[src/rtl/result_serializer.sv]
// Captures WIDTH compressor result columns on a strobe and streams them
// LSB-first over a one-bit valid/ready link, closing each frame with even parity.
module result_serializer #(
    parameter int WIDTH = 31,
    parameter int CNT_W = 16
) (
    input  logic             clk,
    input  logic             rst,
    input  logic [WIDTH-1:0] dst,
    input  logic             cap,
    output logic             sout,
    output logic             sout_valid,
    output logic             sout_last,
    input  logic             sout_ready,
    output logic             busy,
    output logic             overrun,
    output logic [CNT_W-1:0] frame_cnt
);

    localparam int IDXW = $clog2(WIDTH + 1);
    localparam logic [IDXW-1:0] LAST_IDX = IDXW'(WIDTH);

    localparam logic [0:0] S_IDLE  = 1'b0;
    localparam logic [0:0] S_SHIFT = 1'b1;

    logic [0:0]       r_state;
    logic [WIDTH-1:0] r_shadow;
    logic [IDXW-1:0]  r_idx;
    logic             r_par;
    logic             r_ovr;
    logic [CNT_W-1:0] r_cnt;

    logic w_shift;
    logic w_last;
    logic w_xfer;

    assign w_shift = (r_state == S_SHIFT);
    assign w_last  = (r_idx == LAST_IDX);
    assign w_xfer  = w_shift & sout_ready;

    always_ff @(posedge clk or posedge rst) begin
        if (rst) begin
            r_state  <= S_IDLE;
            r_shadow <= '0;
            r_idx    <= '0;
            r_par    <= 1'b0;
            r_ovr    <= 1'b0;
            r_cnt    <= '0;
        end else begin
            case (r_state)
                S_IDLE: begin
                    if (cap) begin
                        r_shadow <= dst;
                        r_par    <= ^dst;
                        r_idx    <= '0;
                        r_state  <= S_SHIFT;
                    end
                end
                S_SHIFT: begin
                    if (w_xfer && w_last) begin
                        r_cnt <= r_cnt + 1'b1;
                        // a capture on the accepted parity beat starts the next frame with no bubble
                        if (cap) begin
                            r_shadow <= dst;
                            r_par    <= ^dst;
                            r_idx    <= '0;
                        end else begin
                            r_state <= S_IDLE;
                        end
                    end else begin
                        if (w_xfer) begin
                            r_shadow <= {1'b0, r_shadow[WIDTH-1:1]};
                            r_idx    <= r_idx + 1'b1;
                        end
                        if (cap) begin
                            r_ovr <= 1'b1;
                        end
                    end
                end
                default: r_state <= S_IDLE;
            endcase
        end
    end

    assign sout       = w_shift & (w_last ? r_par : r_shadow[0]);
    assign sout_valid = w_shift;
    assign sout_last  = w_shift & w_last;
    assign busy       = w_shift;
    assign overrun    = r_ovr;
    assign frame_cnt  = r_cnt;

endmodule

[config.mk]
export PLATFORM = sky130hd
export DESIGN_NAME = result_serializer
export DESIGN_NICKNAME = d
export VERILOG_FILES = /design/src/rtl/result_serializer.sv
export SDC_FILE = /design/constraint.sdc
export NUM_CORES = 1
export LEC_CHECK = 0
export CAP_MARGIN = 20
export CORE_UTILIZATION = 55
export DETAILED_ROUTE_END_ITERATION = 16
export GPL_TIMING_DRIVEN = 0
export PLACE_DENSITY = 0.83
export SETUP_SLACK_MARGIN = 0.2
export SLEW_MARGIN = 20
export SYNTH_ARGS = -nofsm -noshare
export SYNTH_HDL_FRONTEND = slang
export SYNTH_SLANG_ARGS = --single-unit
[constraint.sdc]
create_clock -name clk -period 3.9 [get_ports clk]
set_input_delay 0.39 -clock clk [delete_from_list [all_inputs] [get_ports clk]]
set_output_delay 0.39 -clock clk [all_outputs]
set_load 0.005 [all_outputs]
**Yosys cells after proc, flatten, opt, wreduce, memory -nomap -nowiden**

Index checks and enable logic that the tools add are counted.

- Register bits after elaboration: 55
- Word-level logic and storage cells: 35

- Add/subtract/negate cells: 2
- Eq/ne operators: 3
- Mux-type cells: 15
- Bitwise gates (word level): 5
- Reduce and logical (&&, ||, !) cells: 4

Operators with widths:

| operator | count |
|---|---|
| 31-bit 2-to-1 mux | 3 |
| 31-bit case mux with 2 select lines | 1 |
| 31-bit XOR reduction | 1 |
| 16-bit by 1-bit adder with 16-bit output, second input constant | 1 |
| 5-bit 2-to-1 mux | 3 |
| 5-bit case mux with 2 select lines | 1 |
| 5-bit by 1-bit adder with 5-bit output, second input constant | 1 |
| 5-bit == test, second input constant | 1 |
| 1-bit 2-to-1 mux | 5 |
| 1-bit case mux with 2 select lines | 2 |
| 1-bit AND | 3 |
| 3-bit by 1-bit != test with 1-bit output, second input constant | 1 |
| 3-bit AND reduction | 1 |
| 2-bit by 1-bit != test with 1-bit output, second input constant | 1 |
| 1-bit inverter | 2 |
| 2-bit AND reduction | 1 |
| 1-bit logical AND | 1 |

**Longest topological paths before layout**

- Depth after elaboration: 4
- Depth in mapped cells: 9
- Gate-level depth less buffers: 8

**Worst setup path after synthesis**

Ideal clock, no wire load.

- Path type: register -> register
- Start point: reg r_idx[0]
- End point: reg r_shadow[17]
- Setup time: 72 ps
- Data arrival time: 1874 ps
- Required time: 3828 ps
- Path slack: 1954 ps
- Cell stages (with the launch flop): 10
- Cell sequence: dfrtp_1 ha_1 and3_1 ha_1 nand2_1 nand2_1 nand2_1 clkbuf_1 o22ai_1 nor2_1

- Word-level cells in the longest chain between the ends: 4
- Elaborated cells on any way between the ends: 5
- Classes of those cells: eq/ne: 2; mux: 2; reduce/logical: 1

Ends and longest elaborated chain:

| item | RTL line | source |
|---|---|---|
| start, declared | 28 | `logic [IDXW-1:0] r_idx;` |
| start signal, assigned | 73 | `r_idx <= r_idx + 1'b1;` |
| 5-bit == test (*) | 38 | `assign w_last = (r_idx == LAST_IDX);` |
| 1-bit logical AND (*) | 60 | `if (w_xfer && w_last) begin` |
| 31-bit 2-to-1 mux | 60 |  |
| 31-bit case mux with 2 select lines | 50 | `case (r_state)` |
| end signal, assigned | 53 | `r_shadow <= dst;` |
| end signal, assigned | 64 | `r_shadow <= dst;` |
| end signal, assigned | 72 | `r_shadow <= {1'b0, r_shadow[WIDTH-1:1]};` |
| end, declared | 27 | `logic [WIDTH-1:0] r_shadow;` |

Every way passes the cells marked *; elsewhere a longest branch is shown, timed or not.
A chain may end at the register's enable or synchronous reset.

**Worst setup path in the final report**

- Start point: reg r_idx[0]
- End point: out sout

- Word-level cells in the longest chain between the ends: 3

Ends and longest elaborated chain:

| item | RTL line | source |
|---|---|---|
| 5-bit == test | 38 |  |
| 1-bit 2-to-1 mux | 85 | `assign sout = w_shift & (w_last ? r_par : r_shadow[0]);` |
| 1-bit AND | 85 |  |
| end, declared | 11 | `output logic sout,` |

Every way passes these cells.

==> metrics.md <==
| Metric | Value |
|---|---|
| Synth unique cells | 31 |
| CP startpoint kind | flop |
| Leak pwr | 0.00137 µW |
| DRC | 5 |
| Setup Total Neg Slack | 0 ns |
| PostCTS Resize Cnt | 0 |
| Remaining Overflow, GRT | 0 |
| Die Y | 71.4 µm |
| Clock power share | 22.0% |
| Largest net degree at the start of global routing | 56 |
| Vias in the first global route | 2029 |
| Final GP Congestion | 0.784 |
| CTS sink cnt | 55 |
| Post-synth EDFFs | 0 |
| Routed wire per std cell | 14.0 µm |
| Switching Share | 28.3% |
| FF+latch area | 1380 µm² |
| VDD IR-drop max | 0.223 mV |
| Number of setup buffers added after CTS | 0 |
| Tcrit/Tclk final | 65.9% |
| Initial antenna violation count | 0 |
| CP max FO | 6 |
| Mapped Cells | 261 |
| Maxcap violations | 0 |
| Effective utilization at floorplan | 59.1% |
| Status | finished with violations |
| Yosys Warn Count | 0 |
| Worst skew pair latency | 0.31 ns |
| Power share of the sequential group | 53.5% |
| Detailed Routing Iterations Pass 1 | 10 |
| Mapped Area | 2650 µm² |
| CTS Hold Buffers Added | 0 |
| Core Region | 4470 µm² |
| Pwr Total | 1390 µW |
| CTS clk-pin slew, worst paths | 0.09 ns |
| Root buffer cell | clkbuf_8 |
| Footprint of the multi-input gates | 1220 µm² |
| HPWL after DPL | 3.81 mm |
| Avg Inst Size Synth | 10.1 µm² |
| Worst Path Arrival | 2.18 ns |
| Layout cells sized above 1 | 5.56% |
| Final setup fails | 0 |
| Die width | 71.4 µm |
| Hold Fails Final Rpt | 0 |
| Diodes inserted | 0 |
| I/O pins | 56 |
| FP Rows | 24 |
| Main synth FF type | dfrtp_1 |
| Unrepaired setup endpoints after global routing | false |
| Final Max Tran Viols | 0 |
| Internal power | 1000 µW |
| Fillers | 349 |
| Seq/Total Area, Yosys | 52.0% |
| CTS Buf Count | 5 |
| Die area | 5090 µm² |
| Switching power | 394 µW |
| Max_slew headroom | 55.7% |
| Final ANT Viol Nets | 0 |
| Fin nets | 361 |
| IO Port Bufs | 55 |
| H-tree depth | 2 |
| Tmin final | 2.57 ns |
| Layout area overhead | 26.4% |
| Routed WL | 5.25 mm |
| First-pass GRT wire length | 8.94 mm |
| Max Clock Skew | 0.00610 ns |
| Clock buffer depth | 2 |
| Seq cells post-synth | 55 |
| Logic gate share of total power | 24.5% |
| Crit Path Category | flop to output port |
| Req. time, crit path | 3.51 ns |
| Failing checks | design-rule violations |
| Fmax | 0.389 GHz |
| Total number of vias | 2045 |
| Global-route usage over all layers | 22.6% |
| Ys async rst share | 100% |
| Pwr dens | 417 nW/µm² |
| Vias per std cell | 5.44 |
| Critical path endpoint category | output port |
| Synthesized net count | 299 |
| Initial DRC count | 97 |
| Hold Path Class | flop to flop |
| Measured slew at the worst slew-check pin | 0.665 ns |
| CTS tree | done |
==> synthesized netlist by cell type (all sizes together) (2+ instances only) <==
cell type	instances	area [µm²]
a22o	2	17.5
buf	7	36.3
nand2	22	82.6
o21ai	4	20.0
and2	3	18.8
nand4	5	31.3
o22ai	30	188
nand3	3	15.0
ha	3	37.5
nor2	61	229
and3	4	25.0
dfrtp	55	1380
xnor2	31	294
xnor3	4	90.1
xor2	6	52.6
clkbuf	3	11.3
a21oi	7	35.0
==> per-layer routing <==
layer,track usage (%),wire length (µm)
met1,27.7,2350
met2,38.8,2550
met3,5.34,243
met4,8.67,96
met5,0,0
==> critical path, stage by stage (launching register included) <==
cell	delay [ns]
dfrtp_1	0.42
ha_1	0.25
and3_1	0.19
ha_1	0.25
mux2i_1	0.15
nor2b_1	0.11
clkdlybuf4s50_1	0.50
==> power by group through the flow <==
stage / sequential, µW / combinational [µW] / clock, µW
4_1_cts: 746 / 344 / 312
2_1_floorplan: 737 / 242 / 0
3_5_place_dp: 756 / 342 / 0
3_3_place_gp: 751 / 331 / 0
6_report: 746 / 341 / 307
5_1_grt: 760 / 380 / 333
==> cell families after synthesis <==
kind of cell,share of synthesized area (%)
and+or+nand+nor,16.3
DFF,52.0
AOI/OAI and AO/OA,11.5
xor gates and xnor gates,16.5
buffers and inverters,1.94
adders and majority gates,1.42
muxes,0.378
==> stage by stage <==
step	utilization [%]	worst slack, ns	instances	area, µm²	hold WS (ns)
after floorplan	-	1.95	261	2650	0.440
after global placement	72.9	1.16	368	3260	0.442
after detailed placement	73.0	1.57	368	3260	0.452
after CTS	74.8	1.32	376	3350	0.473
after global routing	74.8	1.22	376	3350	0.484
final	74.8	1.33	376	3350	0.468
==> flip-flops by register name, indices dropped and copies added (netlist names) <==
name       count
busy           1
r_par          1
r_idx          5
frame_cnt     16
overrun        1
r_shadow      31
==> layout make-up <==
class | count | share of cell area [%]
plain buffers | 10 | 1.42
inverters | 1 | 0.187
clock inverters | 1 | 0.150
repair buffers | 55 | 16.5
multi-input cells | 195 | 36.4
flip-flops and latches | 55 | 41.1
well taps | 52 | 1.94
clock buffers | 7 | 2.28
==> cells in the final DEF (no fill, tap or decap), drive strengths merged, types with 4 or more instances in the layout <==
cell,synthesis,routed
o22ai,30,30
buf,7,7
dfrtp,55,55
xnor2,31,31
and3,4,4
nand2,22,22
o21ai,4,4
xor2,6,6
clkdlybuf4s50,0,55
nor2,61,61
xnor3,4,4
clkbuf,3,10
a21oi,7,7
nand4,5,5
==> path summary, 6_finish.rpt <==
check                      slack, ns          start  cells past startpoint            end
setup / recovery                1.33       r_idx[0]                      6           sout
hold / removal                  0.47  frame_cnt[15]                      1  frame_cnt[15]
setup reg to reg                1.54       r_idx[0]                      9   r_shadow[20]
hold reg to reg                 0.47  frame_cnt[15]                      1  frame_cnt[15]
max in group asynchronous       2.93            rst                      2    r_shadow[8]
min in group asynchronous       0.53            rst                      2  frame_cnt[13]
(Power assumes the default switching activity.)
